<file path="config.mk">
export PLATFORM = sky130hd
export DESIGN_NAME = q2_sequencer
export DESIGN_NICKNAME = d
export VERILOG_FILES = /design/src/rtl/q2_pkg.sv /design/src/rtl/q2_bit_counter.sv /design/src/rtl/q2_sequencer.sv
export SDC_FILE = /design/constraint.sdc
export NUM_CORES = 1
export LEC_CHECK = 0
export BUFFER_PORTS_ARGS = -buffer_cell sky130_fd_sc_hd__buf_2
export CORE_UTILIZATION = 47
export CTS_CLUSTER_DIAMETER = 30
export DETAILED_ROUTE_END_ITERATION = 7
export PLACE_DENSITY = 0.82
export SETUP_SLACK_MARGIN = 0.5
export SYNTH_ARGS = -nofsm -noshare
export SYNTH_HDL_FRONTEND = slang
export SYNTH_SLANG_ARGS = --single-unit
</file>
<file path="constraint.sdc">
create_clock -name clk -period 2.85 [get_ports clk]
set_input_delay 0.57 -clock clk [delete_from_list [all_inputs] [get_ports clk]]
set_output_delay 0.57 -clock clk [all_outputs]
set_load 0.02 [all_outputs]
</file>
<file path="src/rtl/q2_pkg.sv">
// q2_pkg: shared state, opcode and X-source encodings for the Q2 sequencer
package q2_pkg;
  typedef enum logic [2:0] {HALT, FETCH, DEREF, LOAD, EXEC, ALU} q2_state_t;
  localparam logic [2:0] OP_LD  = 3'b000;
  localparam logic [2:0] OP_NOR = 3'b001;
  localparam logic [2:0] OP_ADD = 3'b010;
  localparam logic [2:0] OP_SHR = 3'b011;
  localparam logic [2:0] OP_NOP = 3'b100;
  localparam logic [2:0] OP_ST  = 3'b101;
  localparam logic [2:0] OP_JMP = 3'b110;
  localparam logic [2:0] OP_JZ  = 3'b111;
  localparam logic [1:0] XH_DBUS  = 2'd0;
  localparam logic [1:0] XH_P     = 2'd1;
  localparam logic [1:0] XH_ZERO  = 2'd2;
  localparam logic [1:0] XH_SHIFT = 2'd3;
endpackage

</file>
<file path="src/rtl/q2_bit_counter.sv">
// q2_bit_counter: loadable down-counter timing the bit-serial ALU phase
module q2_bit_counter #(
  parameter int WIDTH = 8,
  parameter int CNT_W = $clog2(WIDTH)
) (
  input  logic             clk,
  input  logic             rst,
  input  logic             load,
  input  logic             en,
  output logic [CNT_W-1:0] count,
  output logic             zero
);
  // load WIDTH-1 on ALU entry, then count down one per serial bit
  always_ff @(posedge clk)
    if (rst) count <= '0;
    else if (load) count <= CNT_W'(WIDTH - 1);
    else if (en) count <= count - 1'b1;
  assign zero = count == '0;
endmodule

</file>
<file path="src/rtl/q2_sequencer.sv">
// q2_sequencer: instruction sequencer and strobe decoder for the Q2 datapath
module q2_sequencer
  import q2_pkg::*;
#(
  parameter int WIDTH = 8,
  parameter int CNT_W = $clog2(WIDTH)
) (
  input  logic       clk,
  input  logic       rst,
  input  logic       run,
  input  logic       step,
  input  logic       dep,
  input  logic [2:0] op,
  input  logic       ind,
  input  logic       dbus_msb,
  input  logic       f,
  input  logic       x0,
  input  logic       alu_cout,
  output logic       rdp,
  output logic       rdx,
  output logic       rda,
  output logic       rdm,
  output logic       wro,
  output logic       wra,
  output logic       wrx,
  output logic       wrp,
  output logic       wrm,
  output logic       wrf,
  output logic       incp,
  output logic [1:0] xh_sel,
  output logic       xl_sel,
  output logic       fout,
  output logic       halted,
  output logic       busy
);
  q2_state_t state, nxt;
  logic step_flag, zero, eoi, dep_ok;
  logic [CNT_W-1:0] count;
  q2_bit_counter #(.WIDTH(WIDTH), .CNT_W(CNT_W)) u_cnt (
    .clk(clk), .rst(rst), .load(state == EXEC && !op[2]), .en(state == ALU),
    .count(count), .zero(zero)
  );
  assign eoi = (state == EXEC && op[2]) || (state == ALU && zero);
  assign dep_ok = state == HALT && dep && !run;
  // state register; a step taken from HALT is remembered until the instruction ends
  always_ff @(posedge clk)
    if (rst) begin
      state <= HALT;
      step_flag <= 1'b0;
    end else begin
      state <= nxt;
      step_flag <= state == HALT ? step && !dep : eoi ? 1'b0 : step_flag;
    end
  // next-state sequencing; deposit suppresses a simultaneous step
  always_comb begin
    nxt = state;
    case (state)
      HALT:  nxt = (run || (step && !dep)) ? FETCH : HALT;
      FETCH: nxt = ind ? DEREF : op[2] ? EXEC : LOAD;
      DEREF: nxt = op[2] ? EXEC : LOAD;
      LOAD:  nxt = EXEC;
      EXEC:  nxt = op[2] ? (run && !step_flag ? FETCH : HALT) : ALU;
      ALU:   nxt = zero ? (run && !step_flag ? FETCH : HALT) : ALU;
      default: nxt = HALT;
    endcase
  end
  // datapath strobes decoded from the registered state and live inputs
  always_comb begin
    rdp    = state == FETCH;
    rdx    = state != FETCH && state != HALT;
    rda    = state == EXEC;
    rdm    = state != EXEC;
    wro    = state == FETCH;
    wra    = state == ALU;
    wrx    = state == FETCH || state == DEREF || state == LOAD || state == ALU;
    wrp    = state == EXEC && (op == OP_JMP || (op == OP_JZ && !f));
    wrm    = (state == EXEC && op == OP_ST) || dep_ok;
    wrf    = (state == EXEC && !op[2]) || state == ALU;
    incp   = state == FETCH || dep_ok;
    xh_sel = state == FETCH ? (dbus_msb ? XH_ZERO : XH_P) : state == ALU ? XH_SHIFT : XH_DBUS;
    xl_sel = state == ALU;
    fout   = state == ALU ? alu_cout : (state == EXEC && !op[2]) ? (!op[1] || (op[0] && x0)) : 1'b0;
    halted = state == HALT;
    busy   = state != HALT;
  end
endmodule

</file>
=== After elaboration in Yosys (flattened, before gate mapping) ===
Cells that the tools add are included.

* Register bits: 7
* Input port bits: 13
* Output and inout bits: 17

* Add/subtract/negate cells: 1
* Equality and inequality tests: 10
* Multiplexer cells: 16
* Reductions and logical operators: 33

{| class="wikitable"
|+ Operators by type and width
! cell !! count
|-
| $mux W3 || 6
|-
| $pmux W3 S6 || 1
|-
| $eq A3 B3 Y1 const B || 5
|-
| $logic_and A1 B1 Y1 || 12
|-
| $logic_or A1 B1 Y1 || 10
|-
| $eq A3 B2 Y1 const B || 2
|-
| $logic_not A1 Y1 || 6
|-
| $logic_not A3 Y1 || 2
|-
| $mux W1 || 6
|-
| $mux W2 || 3
|-
| $reduce_bool A2 Y1 || 2
|-
| $eq A3 B1 Y1 const B || 1
|-
| $ne A3 B1 Y1 const B || 1
|-
| $ne A3 B3 Y1 const B || 1
|-
| $reduce_bool A3 Y1 || 1
|-
| $sub A3 B1 Y3 const B || 1
|}

=== Depth between registers and ports, before layout ===
Gate-level depths: netlist (run 1).

* Word-level depth: 5
* Mapped depth: 6

=== Modules after synthesis ===
Synthesis (run 1) repeated with hierarchy kept, for this count alone.

* Cell total of the unflattened synthesis: 79
* Area, all modules: 584.3 µm²

{| class="wikitable"
|+ By module, submodules not included
! module !! times used !! cells each !! area each (µm²)
|-
| q2_sequencer || 1 || 62 || 430.4
|-
| q2_bit_counter || 1 || 17 || 153.9
|}

=== Worst setup path after synthesis (run 1) ===
Ideal clock, no wire load.

* Path kind: reg-to-output
* Start: register state[2]
* End: output wrm
* Arrival time: 1.353 ns
* Required time: 2.280 ns
* Setup slack: 0.927 ns
* Stages on the path, launching flop included: 6
* Cells stage by stage: dfxtp_1 > buf_6 > or2_4 > nor2_8 > inv_2 > o21ai_1

* Word-level cells in the longest chain between the ends: 4
* Elaborated cells between the ends (all ways): 6

{| class="wikitable"
|+ RTL lines
! element !! RTL line !! text
|-
| from (decl) || q2_sequencer.sv:36 || <nowiki>q2_state_t state, nxt;</nowiki>
|-
| from (signal assigned) || q2_sequencer.sv:51 || <nowiki>state <= nxt;</nowiki>
|-
| $logic_not A3 Y1 || -- ||
|-
| named net halted || q2_sequencer.sv:33 || <nowiki>output logic halted,</nowiki>
|-
| $logic_and A1 B1 Y1 (2 in a row) || q2_sequencer.sv:44 || <nowiki>assign dep_ok = state == HALT && dep && !run;</nowiki>
|-
| $logic_or A1 B1 Y1 || q2_sequencer.sv:77 || <nowiki>wrm = (state == EXEC && op == OP_ST) || dep_ok;</nowiki>
|-
| to (decl) || q2_sequencer.sv:27 || <nowiki>output logic wrm,</nowiki>
|}

The timed path passes the listed nets, and every way through them passes these cells.

=== Worst setup path after layout (run 1) ===
* Start: register state[2]
* End: output wrm

* Word-level cells in the longest chain between the ends: 4
* Elaborated cells between the ends (all ways): 6

{| class="wikitable"
|+ RTL lines
! element !! RTL line
|-
| $logic_not A3 Y1 || q2_sequencer.sv:44
|-
| $logic_and A1 B1 Y1 (2 in a row) || q2_sequencer.sv:44
|-
| $logic_or A1 B1 Y1 (*) || q2_sequencer.sv:77
|}

Mark *: on every way between the ends. The rest lies on a longest branch, timed or not.

==> implementation parameters, run 1 <==
Parameter                              Value

Clocking
  Clock latency on the worst-skew pair ... 0.24 ns
  Count of cells resized by post-cts repair ... 0
  Setup Fix Bufs, Post-CTS ... 0
  Number of buffers between clock root and the deepest sink ... 2
  CTS H-Tree Depth ... 1
  Worst-path clk slew ... 0.05 ns
  Clock buffer count from CTS ... 3
  CTS hold repair buffers ... 0
  CTS Root Cell ... clkbuf_4
  Sink Count ... 7
  CTS tree ... yes

Timing
  Tightest Pin Transition ... 0.541 ns
  Final setup TNS ... 0 ns
  Highest attainable clock frequency ... 480 MHz
  Final Max Slew Viols ... 0
  Post-layout minimum cycle time ... 2.09 ns
  Relative slew slack ... 63.9%
  Ratio of final minimum period to clock period ... 73.2%
  Count of endpoints failing hold in the final timing report ... 0
  Worst-case clock skew ... 0.00246 ns
  Final setup violation count ... 0
  RSZ-0062 raised after global routing ... false
  Tightest hold margin ... 0.464 ns

Setup path
  CP max stage cell ... dfxtp_1
  R2R Path End ... state[0]$_SDFF_PP0_
  CP Launch Type ... flop
  Startpoint of the most critical setup path ... state[2]$_SDFF_PP0_
  Worst setup EP type ... output port
  Ordered list of cells on the worst path ... nand2b_4 > nor2_1 > nand4b_1 > o21ai_1 > buf_2
  Cell depth of the worst flop-to-flop path ... 4
  Reg-to-Reg Start ... state[0]$_SDFF_PP0_
  Crit path largest cell delay ... 0.57 ns
  Crit. path cell count ... 5
  Dominant delay contributor by cell family on the critical path ... flip-flops
  Register-to-Register Setup Slack ... 1.35 ns
  Crit Path Max Fanout ... 11
  Worst setup endpoint ... wrm
  Endpoint arrival time on the critical path ... 1.52 ns
  Sum of buffers and inverters on the critical path ... 1
  Setup Crit Path Kind ... reg -> out
  Data required time of the worst path ... 2.28 ns

Yosys
  Combined area of all synthesized cells ... 612 um^2
  Fraction of synthesized cell area taken by the top area cell type ... 22.9%
  Synth cell types ... 34
  Post-synthesis cell count ... 83
  Mean cell area of the mapped netlist ... 7.37 um^2
  Yosys warnings ... 0
  Cell taking the most area after synthesis ... dfxtp_1
  Synthesized Nets ... 98
  Top area cells in the synthesized netlist ... dfxtp_1 (23%), nor2_1 (7.4%), a21oi_1 (6.5%), nand2b_1 (6.1%), ha_1 (4.1%)
  Part of the Yosys area used for sequential elements ... 22.9%
  Post-synthesis sequential element count ... 7

Floorplanning
  # rows ... 12
  Overall die area ... 0.00145 mm^2
  DIE WIDTH ... 38.1 um
  Die H ... 38.1 um
  Ports ... 30
  Initial core utilization ... 52.9%
  Area of the placeable core ... 0.00116 mm^2

Cells and area
  Sequential cell area ... 140 um^2
  Area of the multi-input gates ... 397 um^2
  Number of antenna diodes ... 0
  Non-filler instance count after layout ... 125
  Number of fill cells in the layout ... 103
  Nets ... 127
  Layout-stage area growth over the synthesis result ... 23.9%
  Fraction of layout cells with a size suffix above 1 ... 36.9%
  Finished layout cell area ... 758 um^2

Routing
  Drt pass-1 iters ... 4
  Via density per instance ... 5.08
  Average routed wire per standard cell ... 10.8 um
  Detailed Route Iter0 Violations ... 24
  Post-DRT Antenna Nets ... 0
  Overall via count from detail_route ... 635
  Post-detailed-route DRC marker count ... 0
  Final routed wirelength across all metal layers ... 1340 um

Flow run
  Max Cap Viol ... 0

Pwr
  Cell Pwr Density ... 522 mW/mm^2
  Leakage power summed over all cells ... 0.353 nW
  Peak ir drop on the vdd network ... 0.346 mV

Placed design
  Number of placed instances with taps included ... 121
  Post-place instance area ... 732 um^2
  Detailed placement HPWL ... 1050 um
  Final RePlAce weighted congestion ... 0.841
  IO Port Bufs ... 29

GRT
  Via count of the first global-routing pass ... 505
  Grt ovf ... 0
  Total global routing track utilization ... 20.6%
  Antenna violations before repair ... 0
  Largest net degree at the start of global routing ... 12
  Global-route wire length before repair ... 2090 um

Status
  Status ... complete, no violations

Min path
  Worst min-delay path class ... reg -> reg
==> metrics by stage <==
step,utilization [%],power (mW),setup WS [ns]
after floorplan,-,0.266,0.927
after global placement,63.3,0.306,1.04
after detailed placement,63.3,0.308,1.01
after CTS,65.6,0.397,0.748
after global routing,65.6,0.422,0.597
final,65.6,0.396,0.765
==> cells in the mapped netlist (all sizes together) <==
library cell,number
nand2b,7
a211oi,3
nand3b,1
buf,5
o211ai,1
o21ai,7
and2b,1
a2bb2oi,1
nor2,13
nor2b,1
a21oi,9
a22oi,1
nor3,1
ha,2
or2,3
a311oi,1
nand3,1
nand2,7
dfxtp,7
nand4b,1
inv,8
o21a,1
and4,1
==> how the worst min path moves through the flow <==
stage                                              to  slack [ns]  cells past startpoint                   startpoint
after floorplan           u_cnt.count[0]$_SDFFE_PP0P_        0.43                      1  u_cnt.count[0]$_SDFFE_PP0P_
final                          step_flag$_SDFFE_PP0P_        0.46                      2       step_flag$_SDFFE_PP0P_
after global placement         step_flag$_SDFFE_PP0P_        0.46                      2       step_flag$_SDFFE_PP0P_
after global routing      u_cnt.count[0]$_SDFFE_PP0P_        0.50                      1  u_cnt.count[0]$_SDFFE_PP0P_
after CTS                      step_flag$_SDFFE_PP0P_        0.47                      2       step_flag$_SDFFE_PP0P_
after detailed placement       step_flag$_SDFFE_PP0P_        0.46                      2       step_flag$_SDFFE_PP0P_
==> power breakdown <==
group	leakage [nW]	switching, mW	internal [mW]
logic	0.281	0.110	0.0706
clock network	0.0150	0.0351	0.0533
registers	0.0571	0.0196	0.107
total	0.353	0.165	0.231
==> logic make-up after synthesis <==
kind of cell / share of synthesized area [%]
AOI/OAI and AO/OA: 25.2
adders and majority gates: 4.09
buffers and inverters: 12.3
DFF: 22.9
and+or+nand+nor: 35.6
==> state kept, by name (all words and copies together) (netlist names) <==
| signal | cells |
|---|---|
| u_cnt.count | 3 |
| step_flag | 1 |
| state | 3 |
==> final cells by class <==
type | instances | area share [%]
sequential | 7 | 18.5
inverter | 8 | 4.29
multi-input combinational | 63 | 52.3
clock buffer | 4 | 3.47
timing repair buffer | 29 | 19.1
tap | 14 | 2.31
==> cell usage in the layout, fill, tap and decap left out, drive strengths merged <==
cell / instances
a21oi: 9
a22oi: 1
or2: 3
o211ai: 1
buf: 29
a211oi: 3
and4: 1
nand4b: 1
o21ai: 7
o21a: 1
dfxtp: 7
ha: 2
nand2: 7
nor3: 1
inv: 8
a2bb2oi: 1
nor2: 13
nand2b: 7
a311oi: 1
nand3b: 1
nor2b: 1
and2b: 1
clkbuf: 4
nand3: 1
==> worst min-delay path, stage by stage, from the launching register on <==
cell and delay (ns):
dfxtp_1 0.30, o21ai_0 0.06, a21oi_1 0.06
==> metal layers <==
metal | wire (um) | vias to the layer above | GRT usage, %
met5 | 0 | - | 0
met4 | 4 | 0 | 5.36
met3 | 65 | 2 | 3.49
met2 | 606 | 20 | 34.7
met1 | 669 | 277 | 26.8
li1 | - | 336 | -
(Power assumes the default switching activity.)
==> run 2: changes to the inputs <==
--- a/config.mk
+++ b/config.mk
@@ -6,10 +6,10 @@
 export NUM_CORES = 1
 export LEC_CHECK = 0
 export BUFFER_PORTS_ARGS = -buffer_cell sky130_fd_sc_hd__buf_2
-export CORE_UTILIZATION = 47
+export CORE_UTILIZATION = 44
 export CTS_CLUSTER_DIAMETER = 30
 export DETAILED_ROUTE_END_ITERATION = 7
-export PLACE_DENSITY = 0.82
+export PLACE_DENSITY = 0.77
 export SETUP_SLACK_MARGIN = 0.5
 export SYNTH_ARGS = -nofsm -noshare
 export SYNTH_HDL_FRONTEND = slang
==> constraint.sdc (replaced) <==
create_clock -name clk -period 2.1 [get_ports clk]
set_input_delay 0.42 -clock clk [delete_from_list [all_inputs] [get_ports clk]]
set_output_delay 0.42 -clock clk [all_outputs]
set_load 0.02 [all_outputs]
==> run 2 against run 1 <==
Net effect:
- worst hold slack lost 0.030 ns
- die area grew 6.5%
- setup slack got worse by 0.36 ns
- critical path type unchanged
- critical endpoint unchanged
==> implementation parameters, run 2 (same netlist as run 1, synthesis figures left out) <==
Parameter                              Value

Status
  Status ... complete, no violations (unchanged)

Cells and area
  Layout-stage area growth over the synthesis result ... 56.4% (was 23.9%)
  Commonest cells after routing, fill and taps aside ... buf_2 (17), buf_4 (12), a21oi_1 (8), buf_6 (8), nor2_1 (7) (was buf_2 (29), nor2_1 (12), a21oi_1 (8))
  Number of fill cells in the layout ... 111 (was 103)
  Nets ... 137 (was 127)
  Largest registers ... state: 3 flops, u_cnt.count: 3 flops, step_flag: 1 flops (unchanged)
  Area of the multi-input gates ... 435 um^2 (was 397 um^2)
  Fraction of layout cells with a size suffix above 1 ... 49.6% (was 36.9%)
  Sequential cell area ... 151 um^2 (was 140 um^2)
  Most common cell after layout, fill and taps aside ... buf_2 (unchanged)
  Number of antenna diodes ... 0 (unchanged)

Clocking
  Clock latency on the worst-skew pair ... 0.25 ns (was 0.24 ns)
  CTS H-Tree Depth ... 1 (unchanged)
  Worst-path clk slew ... 0.05 ns (about the same)
  Clock buffer count from CTS ... 3 (unchanged)
  CTS tree ... yes (unchanged)
  Number of buffers between clock root and the deepest sink ... 2 (unchanged)
  CTS hold repair buffers ... 0 (unchanged)
  Sink Count ... 7 (unchanged)
  CTS Root Cell ... clkbuf_4 (unchanged)

Setup path
  Reg-to-Reg Start ... u_cnt.count[0]$_SDFFE_PP0P_ (was state[0]$_SDFF_PP0_)
  Data required time of the worst path ... 1.68 ns (was 2.28 ns)
  Worst setup EP type ... output port (unchanged)
  Sum of buffers and inverters on the critical path ... 1 (unchanged)
  Crit path largest cell delay ... 0.35 ns (was 0.57 ns)
  Ordered list of cells on the worst path ... nand2b_4 > nor2_4 > nand4b_1 > o21ai_4 > buf_6 (was nand2b_4 > nor2_1 > nand4b_1 > o21ai_1 > buf_2)
  Startpoint of the most critical setup path ... state[1]$_SDFF_PP0_ (was state[2]$_SDFF_PP0_)
  Register-to-Register Setup Slack ... 0.72 ns (was 1.35 ns)
  CP max stage cell ... dfxtp_4 (was dfxtp_1)
  R2R Path End ... state[0]$_SDFF_PP0_ (unchanged)
  Endpoint arrival time on the critical path ... 1.28 ns (was 1.52 ns)
  Setup Crit Path Kind ... reg -> out (unchanged)
  CP Launch Type ... flop (unchanged)
  Cell depth of the worst flop-to-flop path ... 6 (was 4)
  Crit Path Max Fanout ... 4 (was 11)
  Dominant delay contributor by cell family on the critical path ... simple AND/OR/NAND/NOR gates (was flip-flops)

Flow run
  Max Cap Viol ... 0 (unchanged)

Routing
  Overall via count from detail_route ... 699 (was 635)
  Final routed wirelength across all metal layers ... 1630 um (was 1340 um)
  Post-DRT Antenna Nets ... 0 (unchanged)
  Drt pass-1 iters ... 4 (unchanged)
  Detailed Route Iter0 Violations ... 7 (was 24)
  Via density per instance ... 5.14 (was 5.08)
  Post-detailed-route DRC marker count ... 0 (unchanged)
  Average routed wire per standard cell ... 11.9 um (was 10.8 um)

Timing
  Tightest Pin Transition ... 0.259 ns (was 0.541 ns)
  Post-layout minimum cycle time ... 1.70 ns
  Final Max Slew Viols ... 0 (unchanged)
  Final setup violation count ... 0 (unchanged)
  Tightest hold margin ... 0.434 ns (was 0.464 ns)
  Highest attainable clock frequency ... 589 MHz
  Ratio of final minimum period to clock period ... 80.9%
  Relative slew slack ... 82.6% (was 63.9%)
  Count of endpoints failing hold in the final timing report ... 0 (unchanged)
  Worst-case clock skew ... 0.00373 ns (was 0.00246 ns)
  Final setup TNS ... 0 ns (unchanged)
  RSZ-0062 raised after global routing ... true (was false)

Floorplanning
  DIE WIDTH ... 39.3 um (was 38.1 um)
  Overall die area ... 0.00154 mm^2 (was 0.00145 mm^2)
  Ports ... 30 (unchanged)
  # rows ... 13 (was 12)
  Initial core utilization ... 47.0% (was 52.9%)
  Area of the placeable core ... 0.00130 mm^2 (was 0.00116 mm^2)
  Die H ... 39.3 um (was 38.1 um)

Placed design
  Final RePlAce weighted congestion ... 0.847 (was 0.841)
  Detailed placement HPWL ... 1090 um (was 1050 um)
  IO Port Bufs ... 29 (unchanged)

Min path
  Launch point of the worst hold path ... rst (was step_flag$_SDFFE_PP0P_)
  Number of cells on the worst hold path ... 2 (unchanged)
  Worst min-delay path class ... in -> reg (was reg -> reg)
  Hold-critical path endpoint ... state[2]$_SDFF_PP0_ (was step_flag$_SDFFE_PP0P_)

GRT
  Antenna violations before repair ... 0 (unchanged)
  Grt ovf ... 0 (unchanged)
  Largest net degree at the start of global routing ... 12 (unchanged)
  Via count of the first global-routing pass ... 594 (was 505)
  Total global routing track utilization ... 22.3% (was 20.6%)
  Global-route wire length before repair ... 2380 um (was 2090 um)

Pwr
  Cell Pwr Density ... 670 mW/mm^2 (was 522 mW/mm^2)
  Peak ir drop on the vdd network ... 0.497 mV (was 0.346 mV)
  Leakage power summed over all cells ... 0.423 nW (was 0.353 nW)
-- run 2: worst max-delay path by stage --
stage                  end  depth (start not counted)
floorplan              wrm                          5
global placement    xl_sel                          3
detailed placement     wra                          3
CTS                    wrm                          5
global route           wrm                          5
finish                 wrm                          5
-- run 2: final cells by class --
cell class / count / share of cell area, %
Multi-Input combinational cell: 63 / 45.5
Timing Repair Buffer: 39 / 30.3
Sequential cell: 7 / 15.8
Inverter: 8 / 3.66
Clock buffer: 4 / 2.75
Tap cell: 15 / 1.96
-- run 2: what timing repair did --
item	CTS	global route
resized for setup	19	14
pin swaps	4	3
buffers inserted	5	5
endpoints found under the setup margin	17	15
-- run 2: report_power, final --
part	total (mW)	switching [mW]	internal, mW
clock	0.120	0.0475	0.0724
combinational	0.353	0.187	0.166
sequential	0.169	0.0217	0.147
-- run 2: per-stage QoR --
stage / setup slack, ns / cells / power (mW) / instance area, um^2 / util (%)
2_1_floorplan: 0.447 / 83 / 0.369 / 628 / -
3_3_place_gp: 0.405 / 122 / 0.423 / 749 / 57.6
3_5_place_dp: 0.406 / 122 / 0.427 / 749 / 57.6
4_1_cts: 0.399 / 131 / 0.601 / 867 / 66.6
5_1_grt: 0.347 / 136 / 0.687 / 957 / 73.6
6_report: 0.402 / 136 / 0.641 / 957 / 73.6
-- run 2: layer usage --
metal | up-vias | share of wire (%) | track usage (%)
met1 | 313 | 39 | 25.1
met4 | 0 | 0 | 6.03
li1 | 360 | - | -
met3 | 0 | 5.7 | 2.27
met2 | 26 | 55 | 43.3
met5 | - | 0 | 0
-- run 2: worst register-to-register path: stages, from the launching register on --
cell and delay [ns]:
dfxtp_1 0.35, inv_1 0.07, ha_1 0.20, nand2b_1 0.13, nor2b_1 0.06, o21a_1 0.16, a311oi_1 0.29
